### src/rtl/mac_pkg.sv
// mac_pkg: types and default widths shared by the MAC sequencing controller
// and the MAC unit it feeds.
//   - mac_seq_state_e : controller FSM state encoding (also exported on the
//                       controller's dbg_state port)
//   - MAC_*           : default parameter values for both sides of the link
`timescale 1ns/1ps
package mac_pkg;

  localparam int MAC_MULER_WIDTH   = 8;   // operand width per MAC input
  localparam int MAC_NUM_WIDTH     = 8;   // dot-product length field width
  localparam int MAC_OUTPUT_WIDTH  = 32;  // accumulator / result width
  localparam int MAC_DRAIN_TIMEOUT = 16;  // max cycles spent waiting in DRAIN

  typedef enum logic [1:0] {
    ST_IDLE    = 2'd0,
    ST_STREAM  = 2'd1,
    ST_DRAIN   = 2'd2,
    ST_CAPTURE = 2'd3
  } mac_seq_state_e;

endpackage

### src/rtl/mac_seq_ctrl_if.sv
// mac_seq_ctrl_if: job-side bus of the MAC sequencing controller.
//   cmd_*  : job command (cmd_len = operand-pair count K)
//   op_*   : operand-pair stream
//   res_*  : completed dot-product result
// Modports: master = job source / result sink, slave = controller.
//
// Handshake rule for all three channels: a transfer happens on a rising clk
// edge where valid and ready are both 1. A source that has raised valid keeps
// valid and its payload stable until that transfer; ready may depend
// combinationally on valid, valid never depends on ready.
`timescale 1ns/1ps
interface mac_seq_ctrl_if #(
  parameter int MULER_WIDTH  = 8,
  parameter int NUM_WIDTH    = 8,
  parameter int OUTPUT_WIDTH = 32
);

  logic                    cmd_valid;
  logic                    cmd_ready;
  logic [NUM_WIDTH-1:0]    cmd_len;

  logic                    op_valid;
  logic                    op_ready;
  logic [MULER_WIDTH-1:0]  op_a;
  logic [MULER_WIDTH-1:0]  op_b;

  logic                    res_valid;
  logic                    res_ready;
  logic [OUTPUT_WIDTH-1:0] res_data;

  modport master (
    output cmd_valid, cmd_len, op_valid, op_a, op_b, res_ready,
    input  cmd_ready, op_ready, res_valid, res_data
  );

  modport slave (
    input  cmd_valid, cmd_len, op_valid, op_a, op_b, res_ready,
    output cmd_ready, op_ready, res_valid, res_data
  );

endinterface

### src/rtl/mac_seq_result_slot.sv
// mac_seq_result_slot: one-entry valid/ready holding register for results.
// Ports:
//   clk, rst   : clock, synchronous active-high reset
//   load       : capture load_data and mark the slot full
//   load_data  : value to capture
//   take       : consumer ready; empties a full slot
//   valid      : slot full (data is presentable)
//   data       : held value, stable while valid=1
`timescale 1ns/1ps
module mac_seq_result_slot #(
  parameter int WIDTH = 32
) (
  input  logic             clk,
  input  logic             rst,
  input  logic             load,
  input  logic [WIDTH-1:0] load_data,
  input  logic             take,
  output logic             valid,
  output logic [WIDTH-1:0] data
);

  always_ff @(posedge clk) begin
    if (rst) begin
      valid <= 1'b0;
      data  <= '0;
    end else if (load) begin
      // The controller only loads an empty slot; load still wins so a result
      // can never be lost.
      valid <= 1'b1;
      data  <= load_data;
    end else if (valid && take) begin
      valid <= 1'b0;
    end
  end

endmodule

### src/rtl/mac_seq_ctrl.sv
// mac_seq_ctrl: sequences one dot-product job at a time into a MAC unit.
// A command of length K opens a job; K operand pairs are streamed straight
// through to the MAC (mac_data), the first one flagged with mac_num_valid and
// mac_num=K. The controller then waits for the MAC completion strobe, captures
// mac_result into a one-entry result slot and presents it on res_*.
// Ports:
//   clk, rst          : clock, synchronous active-high reset
//   bus (slave)       : cmd_*, op_*, res_* handshakes
//   mac_num_valid     : job-start strobe (same cycle as the first pair)
//   mac_num           : job length K
//   mac_data          : [0]=op_a, [1]=op_b, combinational pass-through
//   mac_data_ready    : MAC completion strobe
//   mac_result        : MAC registered result
//   err_underrun      : pulse, operand stream broke after the first pair
//   err_timeout       : pulse, MAC did not complete within DRAIN_TIMEOUT
//   err_zero_len      : pulse, command with length 0 rejected
//   dbg_state         : current FSM state
// Optional feature (macro MAC_SEQ_CTRL_PERF_EN): saturating perf_jobs
// (completed jobs) and perf_errs (sum of error pulses) outputs.
`timescale 1ns/1ps
module mac_seq_ctrl
  import mac_pkg::*;
#(
  parameter int MULER_WIDTH   = MAC_MULER_WIDTH,
  parameter int NUM_WIDTH     = MAC_NUM_WIDTH,
  parameter int OUTPUT_WIDTH  = MAC_OUTPUT_WIDTH,
  parameter int DRAIN_TIMEOUT = MAC_DRAIN_TIMEOUT
) (
  input  logic                              clk,
  input  logic                              rst,
  mac_seq_ctrl_if.slave                     bus,
  output logic                              mac_num_valid,
  output logic [NUM_WIDTH-1:0]              mac_num,
  output logic [1:0][MULER_WIDTH-1:0]       mac_data,
  input  logic                              mac_data_ready,
  input  logic [OUTPUT_WIDTH-1:0]           mac_result,
  output logic                              err_underrun,
  output logic                              err_timeout,
  output logic                              err_zero_len,
`ifdef MAC_SEQ_CTRL_PERF_EN
  output logic [31:0]                       perf_jobs,
  output logic [15:0]                       perf_errs,
`endif
  output mac_seq_state_e                    dbg_state
);

  localparam int WAIT_W = $clog2(DRAIN_TIMEOUT + 1);

  mac_seq_state_e        state, state_nxt;
  logic [NUM_WIDTH-1:0]  remaining, remaining_nxt;
  logic [NUM_WIDTH-1:0]  mac_num_nxt;
  logic [WAIT_W-1:0]     wait_cnt, wait_nxt;
  logic                  started, started_nxt;   // first pair of the job taken
  logic                  underrun_nxt, timeout_nxt, zero_nxt;
  logic                  slot_load;
  logic                  slot_valid;
  logic [OUTPUT_WIDTH-1:0] slot_data;
  logic                  cmd_fire, op_fire;

  // A full slot does not block a new command if it is being emptied in the
  // same cycle.
  assign bus.cmd_ready = (state == ST_IDLE) && (!slot_valid || bus.res_ready);
  assign bus.op_ready  = (state == ST_STREAM);
  assign cmd_fire      = bus.cmd_valid && bus.cmd_ready;
  assign op_fire       = bus.op_valid && bus.op_ready;

  assign mac_data[0]   = bus.op_a;
  assign mac_data[1]   = bus.op_b;
  assign mac_num_valid = op_fire && !started;

  assign bus.res_valid = slot_valid;
  assign bus.res_data  = slot_data;
  assign dbg_state     = state;

  always_comb begin
    state_nxt     = state;
    remaining_nxt = remaining;
    mac_num_nxt   = mac_num;
    wait_nxt      = wait_cnt;
    started_nxt   = started;
    underrun_nxt  = 1'b0;
    timeout_nxt   = 1'b0;
    zero_nxt      = 1'b0;
    slot_load     = 1'b0;
    case (state)
      ST_IDLE: begin
        if (cmd_fire) begin
          if (bus.cmd_len == '0) begin
            zero_nxt = 1'b1;
          end else begin
            remaining_nxt = bus.cmd_len;
            mac_num_nxt   = bus.cmd_len;
            started_nxt   = 1'b0;
            state_nxt     = ST_STREAM;
          end
        end
      end
      ST_STREAM: begin
        if (op_fire) begin
          started_nxt   = 1'b1;
          remaining_nxt = remaining - NUM_WIDTH'(1);
          if (remaining == NUM_WIDTH'(1)) begin
            wait_nxt  = '0;
            state_nxt = ST_DRAIN;
          end
        end else if (started) begin
          // Gaps are only tolerated before the MAC has been started.
          underrun_nxt  = 1'b1;
          remaining_nxt = '0;
          started_nxt   = 1'b0;
          state_nxt     = ST_IDLE;
        end
      end
      ST_DRAIN: begin
        if (mac_data_ready) begin
          wait_nxt  = '0;
          state_nxt = ST_CAPTURE;
        end else if (wait_cnt == WAIT_W'(DRAIN_TIMEOUT)) begin
          timeout_nxt = 1'b1;
          wait_nxt    = '0;
          state_nxt   = ST_IDLE;
        end else begin
          wait_nxt = wait_cnt + WAIT_W'(1);
        end
      end
      ST_CAPTURE: begin
        slot_load   = 1'b1;
        started_nxt = 1'b0;
        state_nxt   = ST_IDLE;
      end
      default: state_nxt = ST_IDLE;
    endcase
  end

  always_ff @(posedge clk) begin
    if (rst) begin
      state        <= ST_IDLE;
      remaining    <= '0;
      mac_num      <= '0;
      wait_cnt     <= '0;
      started      <= 1'b0;
      err_underrun <= 1'b0;
      err_timeout  <= 1'b0;
      err_zero_len <= 1'b0;
    end else begin
      state        <= state_nxt;
      remaining    <= remaining_nxt;
      mac_num      <= mac_num_nxt;
      wait_cnt     <= wait_nxt;
      started      <= started_nxt;
      err_underrun <= underrun_nxt;
      err_timeout  <= timeout_nxt;
      err_zero_len <= zero_nxt;
    end
  end

  mac_seq_result_slot #(
    .WIDTH (OUTPUT_WIDTH)
  ) u_slot (
    .clk       (clk),
    .rst       (rst),
    .load      (slot_load),
    .load_data (mac_result),
    .take      (bus.res_ready),
    .valid     (slot_valid),
    .data      (slot_data)
  );

`ifdef MAC_SEQ_CTRL_PERF_EN
  // Errors are counted from the registered pulses, so each pulse is counted
  // exactly once in the cycle it is visible.
  logic [1:0]  err_sum;
  logic [16:0] errs_wide;
  assign err_sum   = 2'({1'b0, err_underrun}) + 2'({1'b0, err_timeout})
                   + 2'({1'b0, err_zero_len});
  assign errs_wide = {1'b0, perf_errs} + 17'(err_sum);

  always_ff @(posedge clk) begin
    if (rst) begin
      perf_jobs <= '0;
      perf_errs <= '0;
    end else begin
      if (slot_load && (perf_jobs != '1)) perf_jobs <= perf_jobs + 32'd1;
      perf_errs <= errs_wide[16] ? '1 : errs_wide[15:0];
    end
  end
`endif

endmodule

### src/flat_wrapper.sv
// flat-port wrapper written by rule: the top's interface ports become plain ports
module mac_seq_ctrl_flat import mac_pkg::*;
#(
  parameter int MULER_WIDTH   = MAC_MULER_WIDTH,
  parameter int NUM_WIDTH     = MAC_NUM_WIDTH,
  parameter int OUTPUT_WIDTH  = MAC_OUTPUT_WIDTH,
  parameter int DRAIN_TIMEOUT = MAC_DRAIN_TIMEOUT
)
  (clk, rst, mac_num_valid, mac_num, mac_data, mac_data_ready, mac_result, err_underrun, err_timeout, err_zero_len, dbg_state, bus_cmd_valid, bus_cmd_len, bus_op_valid, bus_op_a, bus_op_b, bus_res_ready, bus_cmd_ready, bus_op_ready, bus_res_valid, bus_res_data);
  mac_seq_ctrl_if #(.MULER_WIDTH(MULER_WIDTH), .NUM_WIDTH(NUM_WIDTH), .OUTPUT_WIDTH(OUTPUT_WIDTH)) bus_i ();
  input  logic clk;
  input  logic rst;
  output logic mac_num_valid;
  output logic [NUM_WIDTH-1:0] mac_num;
  output logic [1:0][MULER_WIDTH-1:0] mac_data;
  input  logic mac_data_ready;
  input  logic [OUTPUT_WIDTH-1:0] mac_result;
  output logic err_underrun;
  output logic err_timeout;
  output logic err_zero_len;
  output mac_seq_state_e dbg_state;
  input wire logic [$bits(bus_i.cmd_valid)-1:0] bus_cmd_valid;
  input wire logic [$bits(bus_i.cmd_len)-1:0] bus_cmd_len;
  input wire logic [$bits(bus_i.op_valid)-1:0] bus_op_valid;
  input wire logic [$bits(bus_i.op_a)-1:0] bus_op_a;
  input wire logic [$bits(bus_i.op_b)-1:0] bus_op_b;
  input wire logic [$bits(bus_i.res_ready)-1:0] bus_res_ready;
  output wire logic [$bits(bus_i.cmd_ready)-1:0] bus_cmd_ready;
  output wire logic [$bits(bus_i.op_ready)-1:0] bus_op_ready;
  output wire logic [$bits(bus_i.res_valid)-1:0] bus_res_valid;
  output wire logic [$bits(bus_i.res_data)-1:0] bus_res_data;
  assign bus_i.cmd_valid = bus_cmd_valid;
  assign bus_i.cmd_len = bus_cmd_len;
  assign bus_i.op_valid = bus_op_valid;
  assign bus_i.op_a = bus_op_a;
  assign bus_i.op_b = bus_op_b;
  assign bus_i.res_ready = bus_res_ready;
  assign bus_cmd_ready = bus_i.cmd_ready;
  assign bus_op_ready = bus_i.op_ready;
  assign bus_res_valid = bus_i.res_valid;
  assign bus_res_data = bus_i.res_data;
  mac_seq_ctrl #(.MULER_WIDTH(MULER_WIDTH), .NUM_WIDTH(NUM_WIDTH), .OUTPUT_WIDTH(OUTPUT_WIDTH), .DRAIN_TIMEOUT(DRAIN_TIMEOUT)) u_core (.clk(clk), .rst(rst), .bus(bus_i), .mac_num_valid(mac_num_valid), .mac_num(mac_num), .mac_data(mac_data), .mac_data_ready(mac_data_ready), .mac_result(mac_result), .err_underrun(err_underrun), .err_timeout(err_timeout), .err_zero_len(err_zero_len), .dbg_state(dbg_state));
endmodule
### config.mk
export PLATFORM = sky130hd
export DESIGN_NAME = mac_seq_ctrl_flat
export DESIGN_NICKNAME = d
export VERILOG_FILES = /design/src/rtl/mac_pkg.sv /design/src/rtl/mac_seq_ctrl_if.sv /design/src/rtl/mac_seq_result_slot.sv /design/src/rtl/mac_seq_ctrl.sv /design/src/flat_wrapper.sv
export SDC_FILE = /design/constraint.sdc
export NUM_CORES = 1
export LEC_CHECK = 0
export ABC_AREA = 1
export CELL_PAD_IN_SITES_DETAIL_PLACEMENT = 1
export CELL_PAD_IN_SITES_GLOBAL_PLACEMENT = 2
export CORE_UTILIZATION = 32
export CTS_CLUSTER_DIAMETER = 200
export DETAILED_ROUTE_END_ITERATION = 16
export DONT_BUFFER_PORTS = 1
export GPL_TIMING_DRIVEN = 0
export PLACE_DENSITY_LB_ADDON = 0.1
export SLEW_MARGIN = 10
export SYNTH_ARGS = -nofsm -noshare
export SYNTH_HDL_FRONTEND = slang
export SYNTH_SLANG_ARGS = --single-unit
### constraint.sdc
create_clock -name clk -period 1.8 [get_ports clk]
set_input_delay 0.36 -clock clk [delete_from_list [all_inputs] [get_ports clk]]
set_output_delay 0.36 -clock clk [all_outputs]
set_load 0.02 [all_outputs]
# Yosys cells after proc, flatten, opt, wreduce, memory -nomap -nowiden
# Cells that the tools add are included.
classes:
  n_addsub: 2
  n_eq_ne: 12
  n_mux: 28
  n_bitwise: 5
  n_reduce_logical: 22
op_table:
  columns: ["operator", "count"]
  rows:
  - ["8-bit 2-to-1 mux", 4]
  - ["5-bit 2-to-1 mux", 4]
  - ["8-bit one-hot mux with 2 select lines", 1]
  - ["2-bit 2-to-1 mux", 7]
  - ["5-bit one-hot mux with 2 select lines", 1]
  - ["1-bit 2-to-1 mux", 9]
  - ["3-bit AND reduction", 3]
  - ["3-bit OR reduction", 3]
  - ["8-bit by 1-bit == test with 1-bit output (second input constant)", 1]
  - ["8-bit zero test", 1]
  - ["2-bit one-hot mux with 4 select lines", 1]
  - ["8-bit by 1-bit subtractor with 8-bit output (second input constant)", 1]
  - ["2-bit inequality test (second input constant)", 3]
  - ["3-bit inequality test (second input constant)", 2]
  - ["2-bit nonzero test", 3]
  - ["5-bit by 1-bit adder with 5-bit output (second input constant)", 1]
  - ["5-bit == test (second input constant)", 1]
  - ["1-bit logical AND", 5]
  - ["1-bit inverter", 5]
  - ["5-bit AND reduction", 1]
  - ["2-bit == test (second input constant)", 2]
  - ["4-bit AND reduction", 1]
  - ["3-bit by 2-bit inequality test with 1-bit output (second input constant)", 1]
  - ["1-bit one-hot mux with 3 select lines", 1]
  - ["6 further kinds", 7]
word_totals:
  reg_bits: 60
  out_inout_bits: 65

# Depth between registers and ports, before layout
# Gate-level depths: netlist (run 1).
depth:
  depth_word: 6
  mapped_depth: 12
  depth_no_buf: 12

# Hierarchy
# From an unflattened synthesis (run 1), not the netlist that was laid out.
hier_totals:
  cells_unflattened: 410
  area_unflattened_um2: 2887.8
modules_own_cells:
  columns: ["mod", "instances", "cells_per_inst", "area_each_um2", "seq_area_each_um2"]
  rows:
  - ["mac_seq_ctrl", 1, 267, 1735.4, 540.5]
  - ["mac_seq_result_slot", 1, 143, 1152.4, 660.6]

# Worst setup path before layout (run 1)
# OpenSTA, ideal clock, no wires.
synth_path:
  path_type: "reg2reg"
  start: "register u_core.state[1] (netlist: u_core.dbg_state[1])"
  end: "register u_core.remaining[4]"
  setup_time_ns: 0.113
  arrival_time_ns: 1.576
  required_ns: 1.687
  path_slack_ns: 0.111
  path_stages_with_launch: 11
  path_buffers: 2
  synth_period_minus_slack_ns: 1.689
  cell_sequence: "dfxtp_1 > inv_1 > ha_1 > buf_6 > nand3_2 > o21ai_0 > inv_2 > nand3_2 > buf_6 > nor2_1 > nor2_1"
synth_via:
  elab_chain_len: 5
  word_cells_on_any_way: 12
  classes_between: "eq/ne: 4; mux: 2; reduce/logical: 6"
synth_rtl:
  columns: ["item", "line", "source"]
  rows:
  - ["from (decl)", "mac_seq_ctrl.sv:49", "mac_seq_state_e state, state_nxt;"]
  - ["from (signal assigned)", "mac_seq_ctrl.sv:146", "state <= state_nxt;"]
  - ["2-bit zero test", "mac_seq_ctrl.sv:62, mac_seq_ctrl.sv:85", null]
  - ["1-bit logical AND", "mac_seq_ctrl.sv:62", "assign bus.cmd_ready = (state == ST_IDLE) && (!slot_valid || bus.res_ready);"]
  - ["1-bit logical AND", "mac_seq_ctrl.sv:64", "assign cmd_fire = bus.cmd_valid && bus.cmd_ready;"]
  - ["2-bit by 1-bit inequality test with 1-bit output (no source line)", null, null]
  - ["4-bit AND reduction (no source line)", null, null]
  - ["to (signal assigned)", "mac_seq_ctrl.sv:147", "remaining <= remaining_nxt;"]
  - ["to (decl)", "mac_seq_ctrl.sv:50", "logic [NUM_WIDTH-1:0] remaining, remaining_nxt;"]
# Several ways; a longest one is shown, not always the timed one.
# A chain may end at the register's enable or synchronous reset.

# Worst setup path in the final report (run 1)
layout_path:
  start: "register u_core.state[1] (netlist: u_core.dbg_state[1])"
  end: "output port mac_num_valid"
layout_via:
  elab_chain_len: 3
layout_rtl:
  columns: ["item", "line", "source"]
  rows:
  - ["2-bit by 1-bit == test with 1-bit output", "mac_seq_ctrl.sv:63", "assign bus.op_ready = (state == ST_STREAM);"]
  - ["via bus_op_ready", "flat_wrapper.sv:29", "output wire logic [$bits(bus_i.op_ready)-1:0] bus_op_ready;"]
  - ["1-bit logical AND", "mac_seq_ctrl.sv:65", "assign op_fire = bus.op_valid && bus.op_ready;"]
  - ["1-bit logical AND", "mac_seq_ctrl.sv:69", "assign mac_num_valid = op_fire && !started;"]
  - ["to (decl)", "flat_wrapper.sv:13", "output logic mac_num_valid;"]
# The timed path passes the listed nets, and every way through them passes these cells.

==> impl_metrics.env, run 1 <==
export IMPL_setup_viol=0
export IMPL_antenna_found_initial=0
export IMPL_ios=127
export IMPL_synth_warnings=0
export IMPL_grt_usage_pct=17.6
export IMPL_slowest_delay_ps=400
export IMPL_dp_cells=524
export IMPL_gp_congestion=0.743
export IMPL_clockBufferDepth=2
export IMPL_critPathCaptureType="primary output"
export IMPL_cts_buffers=9
export IMPL_cp_num_buf_inv=1
export IMPL_worstPathRequired_ps=1440
export IMPL_min_period_ps=1730
export IMPL_crit_chain="inv_2 -> ha_4 -> nand2_1 -> nor2_4"
export IMPL_start_kind="flop"
export IMPL_multi_input_area_sq_um=1380
export IMPL_arrival_ps=1370
export IMPL_ir_worst_vdd_v=0.000562
export IMPL_grt_max_degree=11
export IMPL_clk_pin_slew_ps=70
export IMPL_slew_limit_headroom_pct=65.2
export IMPL_grt_pass1_wl_mm=13.2
export IMPL_hold_path_class="in2reg"
export IMPL_diodes=0
export IMPL_p_per_area_nw_per_um2=1540
export IMPL_post_drt_wl_per_cell_um=14.9
export IMPL_syn_cell_area_sq_um=2900
export IMPL_synth_cell_types=25
export IMPL_nets=500
export IMPL_synthTopCellsByArea="dfxtp_1 (41%), nor2_1 (14%), o21ai_0 (8.3%)"
export IMPL_status="finished, final reports clean"
export IMPL_grt_overflow_total=0
export IMPL_die_width_um=97.1
export IMPL_initial_utilization_pct=33.2
export IMPL_syn_inst=416
export IMPL_grt_pass1_vias=2698
export IMPL_final_cell_count_no_fill=539
export IMPL_fillers=1128
export IMPL_grt_use_met1_pct=20.5
export IMPL_synth_nets=489
export IMPL_worst_slew_pin_slew_ps=522
export IMPL_maxCapViolCount=0
export IMPL_root_buffer="clkbuf_8"
export IMPL_final_setup_tns_ps=0
export IMPL_cellLeakagePower_nw=1.53
export IMPL_fmax_mhz=577
export IMPL_drtAntennaViolNets=0
export IMPL_fin_util_pct=37.7
export IMPL_timing_critical_path_fanout_max=6
export IMPL_finalHoldViolCount=0
export IMPL_regArea_sq_um=1210
export IMPL_cts_num_sinks=60
export IMPL_place_port_buffers=0
export IMPL_die_area_sq_um=9430
export IMPL_yosysTopAreaCell="dfxtp_1"
export IMPL_yosysSeqAreaShare_pct=41.5
export IMPL_vias=2567
export IMPL_rsz0062_at_grt="yes"
export IMPL_hpwl_mm=6.05
export IMPL_whs_ps=93.4
export IMPL_synth_top_area_share_pct=41.5
export IMPL_drv_slew=0
export IMPL_path_delay_family="flip-flops"
export IMPL_fp_row_count=34
export IMPL_met2_usage_pct=28.7
export IMPL_wl_mm=8.02
export IMPL_core_sq_um=8720
export IMPL_route_detailed_drc=0
export IMPL_first_pass_iters=4
export IMPL_synth_seq_cells=60
export IMPL_cts_hold_buf=0
export IMPL_cts_tree="yes"
export IMPL_critPathKind="reg2out"
export IMPL_syn_to_final_growth_pct=13.5
export IMPL_die_h_um=97.1
export IMPL_use_met3_pct=7.77
export IMPL_busiest_layer="met2"
export IMPL_drive_gt1_share_pct=12.3
export IMPL_h_tree_depth=3
export IMPL_syn_area_per_cell_sq_um=6.96
export IMPL_vias_per_cell=4.76
export IMPL_fin_worst_skew_ps=5.54
export IMPL_finalCritPeriodShare_pct=96.2
export IMPL_drt_iter0_drc=66
export IMPL_critPathSlowestCell="dfxtp_4"
export IMPL_clk_latency_ps=340
==> routing by layer <==
layer  up-vias  routed length [um]  part of all wire (%)
li1       1320                   -                     -
met1      1145                3540                    44
met2        88                3630                    45
met3        14                 705                   8.8
met4         0                 148                   1.8
met5         -                   0                     0
==> sequential cells by signal (all words and copies together) (netlist names) <==
name,flops
u_core.dbg_state,2
u_core.err_underrun,1
u_core.u_slot.valid,1
u_core.mac_num,8
u_core.err_zero_len,1
u_core.u_slot.data,32
u_core.remaining,8
u_core.err_timeout,1
u_core.started,1
u_core.wait_cnt,5
==> cell families (layout without fill, tap and decap cells) <==
| group | Yosys count | after routing | share of synthesized area, % |
|---|---|---|---|
| and+or+nand+nor | 206 | 206 | 29.2 |
| AOI/OAI and AO/OA | 67 | 67 | 12.0 |
| buffers and inverters | 71 | 86 | 12.3 |
| adders and majority gates | 11 | 11 | 4.75 |
| DFF | 60 | 60 | 41.5 |
| xor gates and xnor gates | 1 | 1 | 0.303 |
==> through the flow <==
| stage | instance area [sq um] | setup slack (ps) | power, mW |
|---|---|---|---|
| final | 3290 | 67.7 | 5.07 |
| after CTS | 3270 | 34.9 | 5.12 |
| after floorplan | 2900 | 111 | 3.28 |
| after global placement | 3030 | -219 | 3.67 |
| after detailed placement | 3030 | -235 | 3.71 |
| after global routing | 3290 | -13.5 | 5.47 |
==> worst reg2reg max path, delay by kind of cell, from the launching register on <==
family                   cells  cell delay, ps
AO/OA/AOI/OAI                1              70
AND/OR/NAND/NOR              4             370
buffers and inverters        4             510
flip-flops                   1             430
adder cells (fa/ha/maj)      1             200
==> final timing paths <==
path / startpoint / end / slack [ps] / cells past startpoint
worst max-delay path: u_core.dbg_state[1] / mac_num_valid / 70 / 4
worst min-delay path: rst / u_core.err_zero_len / 90 / 1
worst max register to register: u_core.dbg_state[1] / u_core.remaining[5] / 120 / 10
worst min register to register: u_core.remaining[1] / u_core.remaining[1] / 460 / 2
==> final cells by class <==
type / count / share of cell area [%]
Inverter: 39 / 4.46
Clock inverter: 5 / 2.36
Tap cell: 108 / 4.11
Clock buffer: 10 / 3.88
Sequential cell: 60 / 36.8
Buffer: 32 / 6.36
Multi-Input combinational cell: 285 / 42.0
==> timing repair <==
action                     CTS  global route
pin swaps                    0             0
gates resized for setup     12             4
setup buffers                0             0
setup endpoints to repair   25             5
gates cloned                 0             0
==> placed cells by master (no fill, tap or decap), types with 9 or more instances in the layout <==
cell type | synthesis | layout
a21oi_1 | 13 | 13
buf_4 | 17 | 17
clkbuf_1 | 8 | 9
clkbuf_8 | 0 | 9
dfxtp_1 | 60 | 58
ha_1 | 11 | 9
inv_1 | 38 | 35
nand2_1 | 64 | 63
nand3_1 | 17 | 17
nor2_1 | 109 | 108
o21ai_0 | 48 | 47
==> synth_stat cells <==
cell	number
buf_6	3
nor4_1	1
nor2_4	1
nand3_2	2
nand2_2	2
inv_2	1
clkbuf_1	8
o21bai_1	4
a21oi_1	13
nand2_1	64
o21ai_0	48
nor2_1	109
nand4_1	4
buf_1	2
inv_1	38
nand3_1	17
xor2_1	1
ha_1	11
nor3_1	3
dfxtp_1	60
buf_4	17
nand3b_1	1
nor2_2	2
o22ai_1	2
buf_2	2
==> power by group <==
group	switching [mW]	leakage, nW	total, mW	internal, mW
sequential	0.437	0.490	2.04	1.61
combinational	1.10	0.934	1.71	0.608
clock	0.546	0.102	1.31	0.767
No activity file was read; power rests on OpenSTA's default activity.
==> inputs of run 2 (changes only) <==
--- a/config.mk
+++ b/config.mk
@@ -6,6 +6,7 @@
 export NUM_CORES = 1
 export LEC_CHECK = 0
 export ABC_AREA = 1
+export CAP_MARGIN = 25
 export CELL_PAD_IN_SITES_DETAIL_PLACEMENT = 1
 export CELL_PAD_IN_SITES_GLOBAL_PLACEMENT = 2
 export CORE_UTILIZATION = 32
==> results of run 2 <==
No change in the layout: final DEF, timing and power equal those of run 1.
